$ cat src/rtl/sp_ram_arbiter.sv
// -----------------------------------------------------------------------------
// sp_ram_arbiter
//   Two-master round-robin arbiter in front of a single-port RAM wrapper.
//   Port0 is the core data side and port1 is the AXI/debug bridge side.
//   Each cycle at most one request is granted, combinationally from req, and
//   forwarded to the RAM. The RAM answers one cycle later. The arbiter returns
//   a response (rvalid) to the granted master in the next cycle, and routes the
//   read data through. Each port holds its last read data between responses.
//
// Ports
//   clk, rstn_i          clock (rising edge), asynchronous active-low reset
//   pN_req_i             request valid (N = 0, 1)
//   pN_gnt_o             request accepted this cycle
//   pN_addr_i/we_i/be_i/wdata_i   request payload, stable while req & !gnt
//   pN_rvalid_o          response valid, one cycle after pN_gnt_o
//   pN_rdata_o           read data (pass-through in rvalid cycle, else held)
//   ram_en_o/addr_o/we_o/be_o/wdata_o   muxed RAM access
//   ram_rdata_i          RAM read data, one cycle after ram_en_o
// -----------------------------------------------------------------------------
module sp_ram_arbiter #(
  parameter int ADDR_WIDTH = 15,
  parameter int DATA_WIDTH = 32,
  localparam int BE_WIDTH  = DATA_WIDTH / 8
) (
  input  logic                  clk,
  input  logic                  rstn_i,

  input  logic                  p0_req_i,
  output logic                  p0_gnt_o,
  input  logic [ADDR_WIDTH-1:0] p0_addr_i,
  input  logic                  p0_we_i,
  input  logic [BE_WIDTH-1:0]   p0_be_i,
  input  logic [DATA_WIDTH-1:0] p0_wdata_i,
  output logic                  p0_rvalid_o,
  output logic [DATA_WIDTH-1:0] p0_rdata_o,

  input  logic                  p1_req_i,
  output logic                  p1_gnt_o,
  input  logic [ADDR_WIDTH-1:0] p1_addr_i,
  input  logic                  p1_we_i,
  input  logic [BE_WIDTH-1:0]   p1_be_i,
  input  logic [DATA_WIDTH-1:0] p1_wdata_i,
  output logic                  p1_rvalid_o,
  output logic [DATA_WIDTH-1:0] p1_rdata_o,

  output logic                  ram_en_o,
  output logic [ADDR_WIDTH-1:0] ram_addr_o,
  output logic                  ram_we_o,
  output logic [BE_WIDTH-1:0]   ram_be_o,
  output logic [DATA_WIDTH-1:0] ram_wdata_o,
  input  logic [DATA_WIDTH-1:0] ram_rdata_i
);

  typedef enum logic {
    PORT0 = 1'b0,
    PORT1 = 1'b1
  } port_e;

  port_e                 last_grant;
  port_e                 grant_port;
  logic                  grant_any;

  port_e                 resp_port;
  logic                  resp_valid;
  logic                  resp_we;

  logic [DATA_WIDTH-1:0] p0_hold;
  logic [DATA_WIDTH-1:0] p1_hold;

  // Grant selection. Grants are gated by reset so that every output reads
  // zero while rstn_i is low, even if masters keep req asserted.
  always_comb begin
    grant_any  = 1'b0;
    grant_port = PORT0;
    if (rstn_i) begin
      unique case ({p1_req_i, p0_req_i})
        2'b01: begin
          grant_any  = 1'b1;
          grant_port = PORT0;
        end
        2'b10: begin
          grant_any  = 1'b1;
          grant_port = PORT1;
        end
        2'b11: begin
          grant_any  = 1'b1;
          grant_port = (last_grant == PORT0) ? PORT1 : PORT0;
        end
        default: begin
          grant_any  = 1'b0;
          grant_port = PORT0;
        end
      endcase
    end
  end

  assign p0_gnt_o = grant_any && (grant_port == PORT0);
  assign p1_gnt_o = grant_any && (grant_port == PORT1);
  assign ram_en_o = grant_any;

  // RAM request mux; all fields idle at zero when nothing is granted.
  always_comb begin
    ram_addr_o  = '0;
    ram_we_o    = 1'b0;
    ram_be_o    = '0;
    ram_wdata_o = '0;
    if (p0_gnt_o) begin
      ram_addr_o  = p0_addr_i;
      ram_we_o    = p0_we_i;
      ram_be_o    = p0_be_i;
      ram_wdata_o = p0_wdata_i;
    end else if (p1_gnt_o) begin
      ram_addr_o  = p1_addr_i;
      ram_we_o    = p1_we_i;
      ram_be_o    = p1_be_i;
      ram_wdata_o = p1_wdata_i;
    end
  end

  // Response tracking and per-port read-data hold registers. A hold register
  // samples ram_rdata_i on the closing edge of its own read response, so the
  // value seen in the rvalid cycle remains visible afterwards.
  always_ff @(posedge clk or negedge rstn_i) begin
    if (!rstn_i) begin
      last_grant <= PORT1;
      resp_valid <= 1'b0;
      resp_port  <= PORT0;
      resp_we    <= 1'b0;
      p0_hold    <= '0;
      p1_hold    <= '0;
    end else begin
      resp_valid <= grant_any;
      if (grant_any) begin
        last_grant <= grant_port;
        resp_port  <= grant_port;
        resp_we    <= ram_we_o;
      end
      if (resp_valid && !resp_we) begin
        if (resp_port == PORT0) begin
          p0_hold <= ram_rdata_i;
        end else begin
          p1_hold <= ram_rdata_i;
        end
      end
    end
  end

  assign p0_rvalid_o = resp_valid && (resp_port == PORT0);
  assign p1_rvalid_o = resp_valid && (resp_port == PORT1);

  assign p0_rdata_o = (p0_rvalid_o && !resp_we) ? ram_rdata_i : p0_hold;
  assign p1_rdata_o = (p1_rvalid_o && !resp_we) ? ram_rdata_i : p1_hold;

  // At most one grant per cycle.
  a_gnt_onehot : assert property (@(posedge clk) disable iff (!rstn_i)
    !(p0_gnt_o && p1_gnt_o));

endmodule

$ cat config.mk
export PLATFORM = sky130hd
export DESIGN_NAME = sp_ram_arbiter
export DESIGN_NICKNAME = d
export VERILOG_FILES = /design/src/rtl/sp_ram_arbiter.sv
export SDC_FILE = /design/constraint.sdc
export NUM_CORES = 1
export LEC_CHECK = 0
export CAP_MARGIN = 20
export CORE_UTILIZATION = 40
export CTS_BUF_LIST = sky130_fd_sc_hd__clkbuf_16
export CTS_CLUSTER_SIZE = 8
export DETAILED_ROUTE_END_ITERATION = 8
export PLACE_DENSITY = 0.92
export SLEW_MARGIN = 15
export SYNTH_ARGS = -nofsm -noshare
export SYNTH_HDL_FRONTEND = slang
export SYNTH_SLANG_ARGS = --single-unit
$ cat constraint.sdc
create_clock -name clk -period 3.2 [get_ports clk]
set_clock_uncertainty 0.15 [all_clocks]
set_input_delay 0.64 -clock clk [delete_from_list [all_inputs] [get_ports clk]]
set_output_delay 0.64 -clock clk [all_outputs]
set_load 0.01 [all_outputs]
==> results of run 1 <==
report_power, final:
group / total [W] / internal, W / switching [W]
clock network: 0.00102 / 0.000670 / 0.000354
logic: 0.00207 / 0.00133 / 0.000743
registers: 0.00132 / 0.00116 / 0.000163
worst paths after layout:
path                            startpoint           to  slack, ns  depth (start not counted)
worst max-delay path              p1_req_i  ram_be_o[3]       0.04                          7
worst min-delay path                rstn_i    resp_port     -0.008                          1
worst max register to register   resp_port  p0_hold[15]       1.47                          3
worst min register to register  p0_hold[6]   p0_hold[6]       0.33                          1
max in group asynchronous           rstn_i   p0_hold[3]       1.68                          3
min in group clk                p0_hold[6]   p0_hold[6]       0.33                          1
stage by stage:
stage / worst slack (ns) / setup TNS (ns) / power (W)
final: 0.0446 / 0 / 0.00442
after global routing: -0.00954 / -0.0137 / 0.00463
after CTS: -0.0792 / -0.371 / 0.00443
after detailed placement: -0.137 / -1.65 / 0.00341
after global placement: -0.124 / -0.962 / 0.00333
after floorplan: 0.917 / 0 / 0.00232
cell families after synthesis:
| kind of cell | synth area share, % |
|---|---|
| AO/OA/AOI/OAI | 6.59 |
| buffers and inverters | 6.26 |
| flip-flops | 38.2 |
| AND/OR/NAND/NOR | 11.6 |
| multiplexers | 37.4 |
sequential cells by signal, indices dropped and copies added, names as in the netlist:
name        flops
p1_hold        32
resp_port       1
resp_valid      1
last_grant      1
p0_hold        32
resp_we         1
area by class of cell:
class / count / area (µm²)
diodes: 2 / 5.00
clock buffers: 9 / 225
clock inverters: 6 / 80.1
fillers: 806 / 3250
inverters: 1 / 3.75
multi-input cells: 297 / 2480
flip-flops and latches: 68 / 1700
well taps: 140 / 175
repair buffers: 281 / 2910
what timing repair did:
item / in CTS / in global routing
gates cloned: 0 / 2
setup endpoints to repair: 34 / 28
gates resized for setup: 26 / 27
setup buffers: 0 / 2
pin swaps: 0 / 0
endpoints found under the hold margin: 3 / 3
worst reg2reg max path, stage by stage (launching register included):
cell	delay (ns)
dfrtp_1	0.42
nor3b_2	0.31
buf_12	0.31
mux2_1	0.42
cells in the final DEF (no fill, tap or decap), drive strengths merged, types with 2 or more instances in the layout:
cell,n
bufinv,2
buf,20
dfrtp,67
clkdlybuf4s50,207
diode,2
clkinv,4
nand2,53
o21ai,52
and2,2
dlymetal6s2s,26
a21o,2
dlygate4sd2,26
clkbuf,11
mux2,128
nand3,53
metal layers:
layer,wire [µm],track usage [%],vias up
met4,675,12.8,6
met2,8310,49.8,247
met5,45,0,-
met3,1740,12.2,56
met1,6500,33.3,2102
li1,-,-,1946
==> impl_metrics.tcl, run 1 <==
set metrics [dict create \
    rsz0062_at_grt "yes" \
    coreArea_mm2 0.0108 \
    syn_area_per_cell_um2 11.1 \
    power_density_mw_per_mm2 582 \
    critical_path_class "primary input to output pin" \
    min_period_ns 3.16 \
    final_cells 804 \
    whs_ns -0.00770 \
    final_cell_area_mm2 0.00759 \
    drtAntennaViolNets 0 \
    cts_tree "done" \
    slowest_stage "clkdlybuf4s50_1" \
    vdd_ir_drop_max_uv 353 \
    track_usage_pct 29.8 \
    tightest_slew_ns 0.604 \
    antenna_found_initial 5 \
    clockBufferDepth 2 \
    synth-seq-cells 68 \
    cts_buffers 9 \
    synth_cell_type_count 21 \
    wl_um 17300 \
    drtIter0Drc 396 \
    wl_per_cell_um 21.5 \
    max-cap-violations 0 \
    finalHoldViolations 3 \
    drc 0 \
    h-tree-depth 3 \
    via_count 4357 \
    synthToLayoutAreaGrowth_pct 70.2 \
    cts_root_buffer "clkbuf_16" \
    first_pass_iters 4 \
    ys_async_sr_fraction_pct 100 \
    grt_max_degree 55 \
    fmax_ghz 0.317 \
    grt_pass1_wl_um 25100 \
    nets 798 \
    initial_core_util_pct 41.1 \
    cts_sinks 68 \
    die_w_um 108 \
    synth_top_cell_area_share_pct 37.6 \
    io_pins 261 \
    grt-ovfl-total 0 \
    drv_slew 0 \
    syn_inst 402 \
    crit_arrival_ns 2.37 \
    required_ns 2.41 \
    dpl.cell_count 783 \
    max_stage_delay_ns 0.51 \
    place_area_mm2 0.00718 \
    yosysMostFrequentCell "mux2_1" \
    final_util_pct 70.0 \
    setup_viol 0 \
    place_congestion 1.05 \
    synth_common_cells "mux2_1 (68), dfrtp_1 (67), mux2_4 (60), nand2_1 (53), nand3_1 (53)" \
    violations "hold timing" \
    io_buffers 260 \
    slew_headroom_pct 59.7 \
    place_hpwl_um 13400 \
    worstHoldPathType "primary input to asynchronous set/reset pin" \
    synth.area.top_cells "dfrtp_1 (38%), mux2_4 (20%), mux2_1 (17%)" \
    outcome "finished, violations left" \
    num_rows 38 \
    syn_area_mm2 0.00446 \
    clkLatencyLatePin_ns 0.32 \
    clkSlewWorstSetupHoldPaths_ns 0.05 \
    worst-path-max-fanout 26 \
    via_per_inst 5.42 \
    critPathCaptureType "output pin" \
    die_y_um 108 \
    path_cells "clkdlybuf4s50_1 -> a21boi_4 -> buf_4 -> clkbuf_16 -> nand3_1 -> o21ai_1 -> dlygate4sd2_1" \
    synth_top_cell_by_area "dfrtp_1" \
    ys_warn_count 0 \
    startpoint_type "primary input" \
    synth_ff_type "dfrtp_1" \
    final.period_utilization_pct 98.6 \
    p_leak_nw 3.68 \
    dieArea_mm2 0.0116 \
    seq_area_frac_synth_pct 38.2 \
    grt_pass1_vias 4429 \
    synth.net_count 542 \
    synth-edff-count 0 \
    crit_family "buffers and inverters" \
    path_buf_inv 4 \
    layout-drive-gt1-share_pct 15.0 \
]
No activity file was read; power rests on OpenSTA's default activity.
==> run 2, diff against run 1 <==
--- a/config.mk
+++ b/config.mk
@@ -6,12 +6,13 @@
 export NUM_CORES = 1
 export LEC_CHECK = 0
 export CAP_MARGIN = 20
-export CORE_UTILIZATION = 40
+export CORE_UTILIZATION = 39
 export CTS_BUF_LIST = sky130_fd_sc_hd__clkbuf_16
 export CTS_CLUSTER_SIZE = 8
 export DETAILED_ROUTE_END_ITERATION = 8
-export PLACE_DENSITY = 0.92
+export PLACE_DENSITY = 0.79
 export SLEW_MARGIN = 15
 export SYNTH_ARGS = -nofsm -noshare
 export SYNTH_HDL_FRONTEND = slang
 export SYNTH_SLANG_ARGS = --single-unit
+export TNS_END_PERCENT = 1
==> constraint.sdc (replaced) <==
create_clock -name clk -period 3.6 [get_ports clk]
set_clock_uncertainty 0.15 [all_clocks]
set_input_delay 0.72 -clock clk [delete_from_list [all_inputs] [get_ports clk]]
set_output_delay 0.72 -clock clk [all_outputs]
set_load 0.01 [all_outputs]
==> run 2 against run 1 <==
Against the previous run:
- the flow now finishes without violations
- cell count down 1.1%
- flip-flop and latch count unchanged
- worst hold slack better by 0.32 ns
- register-to-register slack better by 0.40 ns
- global-route usage down 7.6 points
- non-clock buffer count down 8
- power down 11%
- sequential power down 11%
- via count down 5.9%
- first-iteration DRC count down 45%
- sequential share of layout area up 0.40 points
- wire length down 20%
- largest power group unchanged
- highest routed layer is now met4
==> impl_metrics.tcl, run 2 (synthesis gave the netlist of run 1 again) <==
set metrics [dict create \
    outcome "complete, no violations" \
    route.met2.wl_um 7180 \
    final.period_utilization_pct 96.8 \
    reg2regPathDepth 3 \
    worst-path-max-fanout 26 \
    layout-drive-gt1-share_pct 14.5 \
    cts_root_buffer "clkbuf_16" \
    rsz0062_at_grt "no" \
    grt_pass1_vias 4157 \
    fmax_ghz 0.287 \
    drv_slew 0 \
    final.setup.tns_ns 0 \
    clockBufferDepth 2 \
    critical_path_class "primary input to output pin" \
    min_period_ns 3.48 \
    final_cell_area_mm2 0.00746 \
    coreArea_mm2 0.0110 \
    cts_tree "done" \
    clkSlewWorstSetupHoldPaths_ns 0.06 \
    cts_sinks 68 \
    nets 790 \
    track_usage_pct 22.2 \
    required_ns 2.73 \
    antennaDiodeCount 0 \
    synthToLayoutAreaGrowth_pct 67.3 \
    max-cap-violations 0 \
    p_leak_nw 3.18 \
    final_cells 795 \
    dieArea_mm2 0.0119 \
    antenna_found_initial 0 \
    hold_buffers 0 \
    cts_buffers 9 \
    wl_met1_um 5310 \
    via_per_inst 5.15 \
    io_pins 261 \
    grt_max_degree 65 \
    via_count 4098 \
    drtAntennaViolNets 0 \
    wl_met3_um 1090 \
    drtIter0Drc 217 \
    io_buffers 260 \
    place_congestion 0.936 \
    clkLatencyLatePin_ns 0.32 \
    grt-ovfl-total 0 \
    setup_viol 0 \
    top_signal_layer_used "met4" \
    die_w_um 109 \
    h-tree-depth 3 \
    worstReg2RegStart "resp_port" \
    vdd_ir_drop_max_uv 414 \
    slew_headroom_pct 67.4 \
    power_density_mw_per_mm2 526 \
    critPathCaptureType "output pin" \
    startpoint_type "primary input" \
    num_rows 38 \
    place_area_mm2 0.00711 \
    setup.worst_path.start "p0_req_i" \
    initial_core_util_pct 40.6 \
    final_cell_mix "clkdlybuf4s50_1 (259), mux2_1 (68), dfrtp_1 (67), mux2_4 (60)" \
    top_regs "p0_hold (32), p1_hold (32)" \
    worstHoldPathType "primary input to asynchronous set/reset pin" \
    wl_um 13900 \
    first_pass_iters 5 \
    dpl.cell_count 778 \
    wl_per_cell_um 17.4 \
    totalPowerFinal_w 0.00392 \
    crit_arrival_ns 2.61 \
    r2r_end "p0_hold[20]" \
    grt_pass1_wl_um 20500 \
    finalHoldViolations 0 \
    tightest_slew_ns 0.489 \
    place_hpwl_um 10300 \
    die_y_um 109 \
    layout_commonest_cell "clkdlybuf4s50_1" \
    drc 0 \
    rrSetupSlack_ns 1.87 \
]
-- run 2: cell types whose count changed in the layout (fill, tap and decap cells not counted), sizes merged, moves of 2 or more --
cell	before	now
buf	20	13
dlygate4sd2	26	0
clkdlybuf4s50	207	259
dlymetal6s2s	26	0
diode	2	0
-- run 2: area by class of cell --
cell class                      count  area [µm²]
Multi-Input combinational cell    297        2480
Inverter                            1        3.75
Tap cell                          140         175
Fill cell                         826        3520
Timing Repair Buffer              273        2770
Sequential cell                    68        1700
Clock buffer                        9         225
Clock inverter                      7        98.8
-- run 2: per-stage QoR --
step                      util, %  hold WS, ns  worst slack, ns
after detailed placement     64.7        0.317           0.0475
after floorplan                 -        0.274             1.16
final                        67.9        0.309            0.117
after global routing         67.9        0.327         0.000121
after global placement       64.7        0.310            0.100
after CTS                    67.6        0.306           0.0555
-- run 2: worst max path at each step --
stage,to,depth (start not counted),slack (ns)
6_report,ram_wdata_o[31],7,0.12
5_1_grt,ram_wdata_o[31],7,0.0001
4_1_cts,ram_wdata_o[21],6,0.06
3_5_place_dp,ram_wdata_o[21],6,0.05
3_3_place_gp,ram_addr_o[2],6,0.10
2_1_floorplan,ram_addr_o[10],6,1.16
-- run 2: repair_timing --
| action | CTS | global route |
|---|---|---|
| gates resized for setup | 0 | 1 |
| setup buffers | 0 | 0 |
| setup endpoints to repair | 0 | 32 |
-- run 2: worst max-delay path: stages --
cell and delay, ns:
clkdlybuf4s50_1 0.57, o21ai_1 0.17, inv_2 0.14, buf_12 0.19
nand2_1 0.08, o21ai_1 0.14, clkdlybuf4s50_1 0.61
-- run 2: metal layers --
| metal | vias to the layer above | global-route usage (%) |
|---|---|---|
| met2 | 206 | 39.5 |
| met5 | - | 0 |
| met3 | 20 | 5.86 |
| met4 | 0 | 7.14 |
| li1 | 1919 | - |
| met1 | 1953 | 25.8 |
-- run 2: where the power goes --
part           switching, W  internal (W)
clock              0.000335      0.000610
combinational      0.000627       0.00118
sequential         0.000138       0.00103
==> run 3, diff against run 2 <==
--- a/config.mk
+++ b/config.mk
@@ -11,6 +11,7 @@
 export CTS_CLUSTER_SIZE = 8
 export DETAILED_ROUTE_END_ITERATION = 8
 export PLACE_DENSITY = 0.79
+export REMOVE_ABC_BUFFERS = 1
 export SLEW_MARGIN = 15
 export SYNTH_ARGS = -nofsm -noshare
 export SYNTH_HDL_FRONTEND = slang
==> run 3 against run 2 <==
Against the previous run:
- via count about the same
- combinational power barely moved
- sequential share of layout area down 0.15 points
- clock power is 3.8% lower
- sequential power barely moved
- power decreased by 0.37%
- flip-flop and latch count unchanged
- register-to-register slack got worse by 0.16 ns
- setup slack improved by 0.020 ns
- non-clock buffer count grew 3
- critical endpoint is now ram_wdata_o[9]
==> impl_metrics.tcl, run 3 (synthesis gave the netlist of run 1 again) <==
set metrics [dict create \
    layout-drive-gt1-share_pct 14.4 \
    antennaDiodeCount 0 \
    post_cts_resized 0 \
    num_rows 38 \
    clkLatencyLatePin_ns 0.32 \
    cts_buffers 9 \
    whs_ns 0.0672 \
    drc 0 \
    first_pass_iters 6 \
    place_congestion 0.942 \
    top_regs "p0_hold (32), p1_hold (32)" \
    slew_headroom_pct 56.3 \
    setup_viol 0 \
    cts_setup_buffers 0 \
    place_hpwl_um 11000 \
    r2r_end "p1_hold[31]" \
    rrSetupSlack_ns 1.71 \
    grt-ovfl-total 0 \
    drtIter0Drc 178 \
    tightest_slew_ns 0.654 \
    p_sw_w 0.00109 \
    rsz0062_at_grt "no" \
    io_pins 261 \
    clockBufferDepth 2 \
    h-tree-depth 3 \
    cp-endpoint "ram_wdata_o[9]" \
    reg2regPathDepth 3 \
    min_period_ns 3.46 \
    setup.worst_path.start "p0_req_i" \
    grt_pass1_vias 4217 \
    cts_sinks 68 \
    critical_path_class "primary input to output pin" \
    fin_ws_ns 0.136 \
    dieArea_mm2 0.0119 \
    cts_tree "done" \
    initial_core_util_pct 40.6 \
    crit_arrival_ns 2.59 \
    drtAntennaViolNets 0 \
    die_w_um 109 \
    outcome "complete, no violations" \
    p_seq_share_pct 29.9 \
    power_density_mw_per_mm2 521 \
    nets 793 \
    track_usage_pct 24.1 \
    antenna_found_initial 0 \
    grt_max_degree 53 \
    coreArea_mm2 0.0110 \
    place_ws_ns 0.124 \
    power_frac_clock_pct 23.2 \
    startpoint_type "primary input" \
    finalHoldViolations 0 \
    final.period_utilization_pct 96.2 \
    vdd_ir_drop_max_uv 385 \
    worstReg2RegStart "resp_we" \
    fmax_ghz 0.289 \
    layout_commonest_cell "clkdlybuf4s50_1" \
    via_per_inst 5.14 \
    wl_per_cell_um 18.1 \
    p_int_w 0.00282 \
    wl_um 14500 \
    worstHoldPathType "primary input to asynchronous set/reset pin" \
    drv_slew 0 \
    cts_root_buffer "clkbuf_16" \
    critPathCaptureType "output pin" \
    die_y_um 109 \
    synthToLayoutAreaGrowth_pct 68.4 \
    final_cell_mix "clkdlybuf4s50_1 (259), mux2_1 (68), dfrtp_1 (67), mux2_4 (60)" \
    hold_buffers 0 \
    combPwrFrac_pct 46.8 \
    worst-path-max-fanout 52 \
    required_ns 2.73 \
    grt_pass1_wl_um 21500 \
    via_count 4101 \
    max-cap-violations 0 \
    p_sw_share_pct 27.8 \
    p_leak_nw 3.21 \
    clkSlewWorstSetupHoldPaths_ns 0.05 \
    io_buffers 260 \
]
run 3: metal layers:
layer	GRT usage, %	wire [µm]
met5	0	0
met4	14.5	712
met1	26.7	5490
met2	39.9	6990
met3	7.89	1280
run 3: worst min-delay path by stage:
stage | cells past startpoint | slack (ns) | endpoint
after floorplan | 0 | 0.27 | p0_hold[0]
after global placement | 1 | 0.31 | p0_hold[22]
after detailed placement | 1 | 0.32 | p0_hold[2]
after CTS | 1 | 0.06 | p1_hold[0]
after global routing | 1 | 0.07 | p1_hold[0]
final | 1 | 0.07 | p1_hold[0]
run 3: power by group through the flow:
| stage | Combinational, W | Clock, W | Sequential (W) |
|---|---|---|---|
| 3_5_place_dp | 0.00184 | 0 | 0.00117 |
| 5_1_grt | 0.00195 | 0.000963 | 0.00120 |
| 3_3_place_gp | 0.00181 | 0 | 0.00115 |
| 2_1_floorplan | 0.000917 | 0 | 0.00113 |
| 4_1_cts | 0.00185 | 0.000925 | 0.00117 |
| 6_report | 0.00183 | 0.000909 | 0.00117 |
run 3: area by class of cell:
cell class,count,area [µm²]
timing repair buffer,276,2830
tap,140,175
fill,838,3480
multi-input combinational,297,2480
sequential,68,1700
inverter,1,3.75
clock buffer,9,225
clock inverter,7,83.8
run 3: worst max-delay path: stages:
cell and delay, ns:
clkdlybuf4s50_1 0.55, a21boi_4 0.09, and2_2 0.23, buf_12 0.18
o21ai_1 0.19, clkdlybuf4s50_1 0.61
run 3: stage by stage:
step | instance area [µm²] | TNS [ns] | instances | util [%] | power, W
finish | 7510 | 0 | 798 | 68.4 | 0.00391
floorplan | 4180 | -226.90 | 366 | - | 0.00204
CTS | 7510 | 0 | 798 | 68.4 | 0.00394
global placement | 7200 | 0 | 782 | 65.5 | 0.00297
global route | 7510 | 0 | 798 | 68.4 | 0.00411
detailed placement | 7200 | 0 | 782 | 65.5 | 0.00301
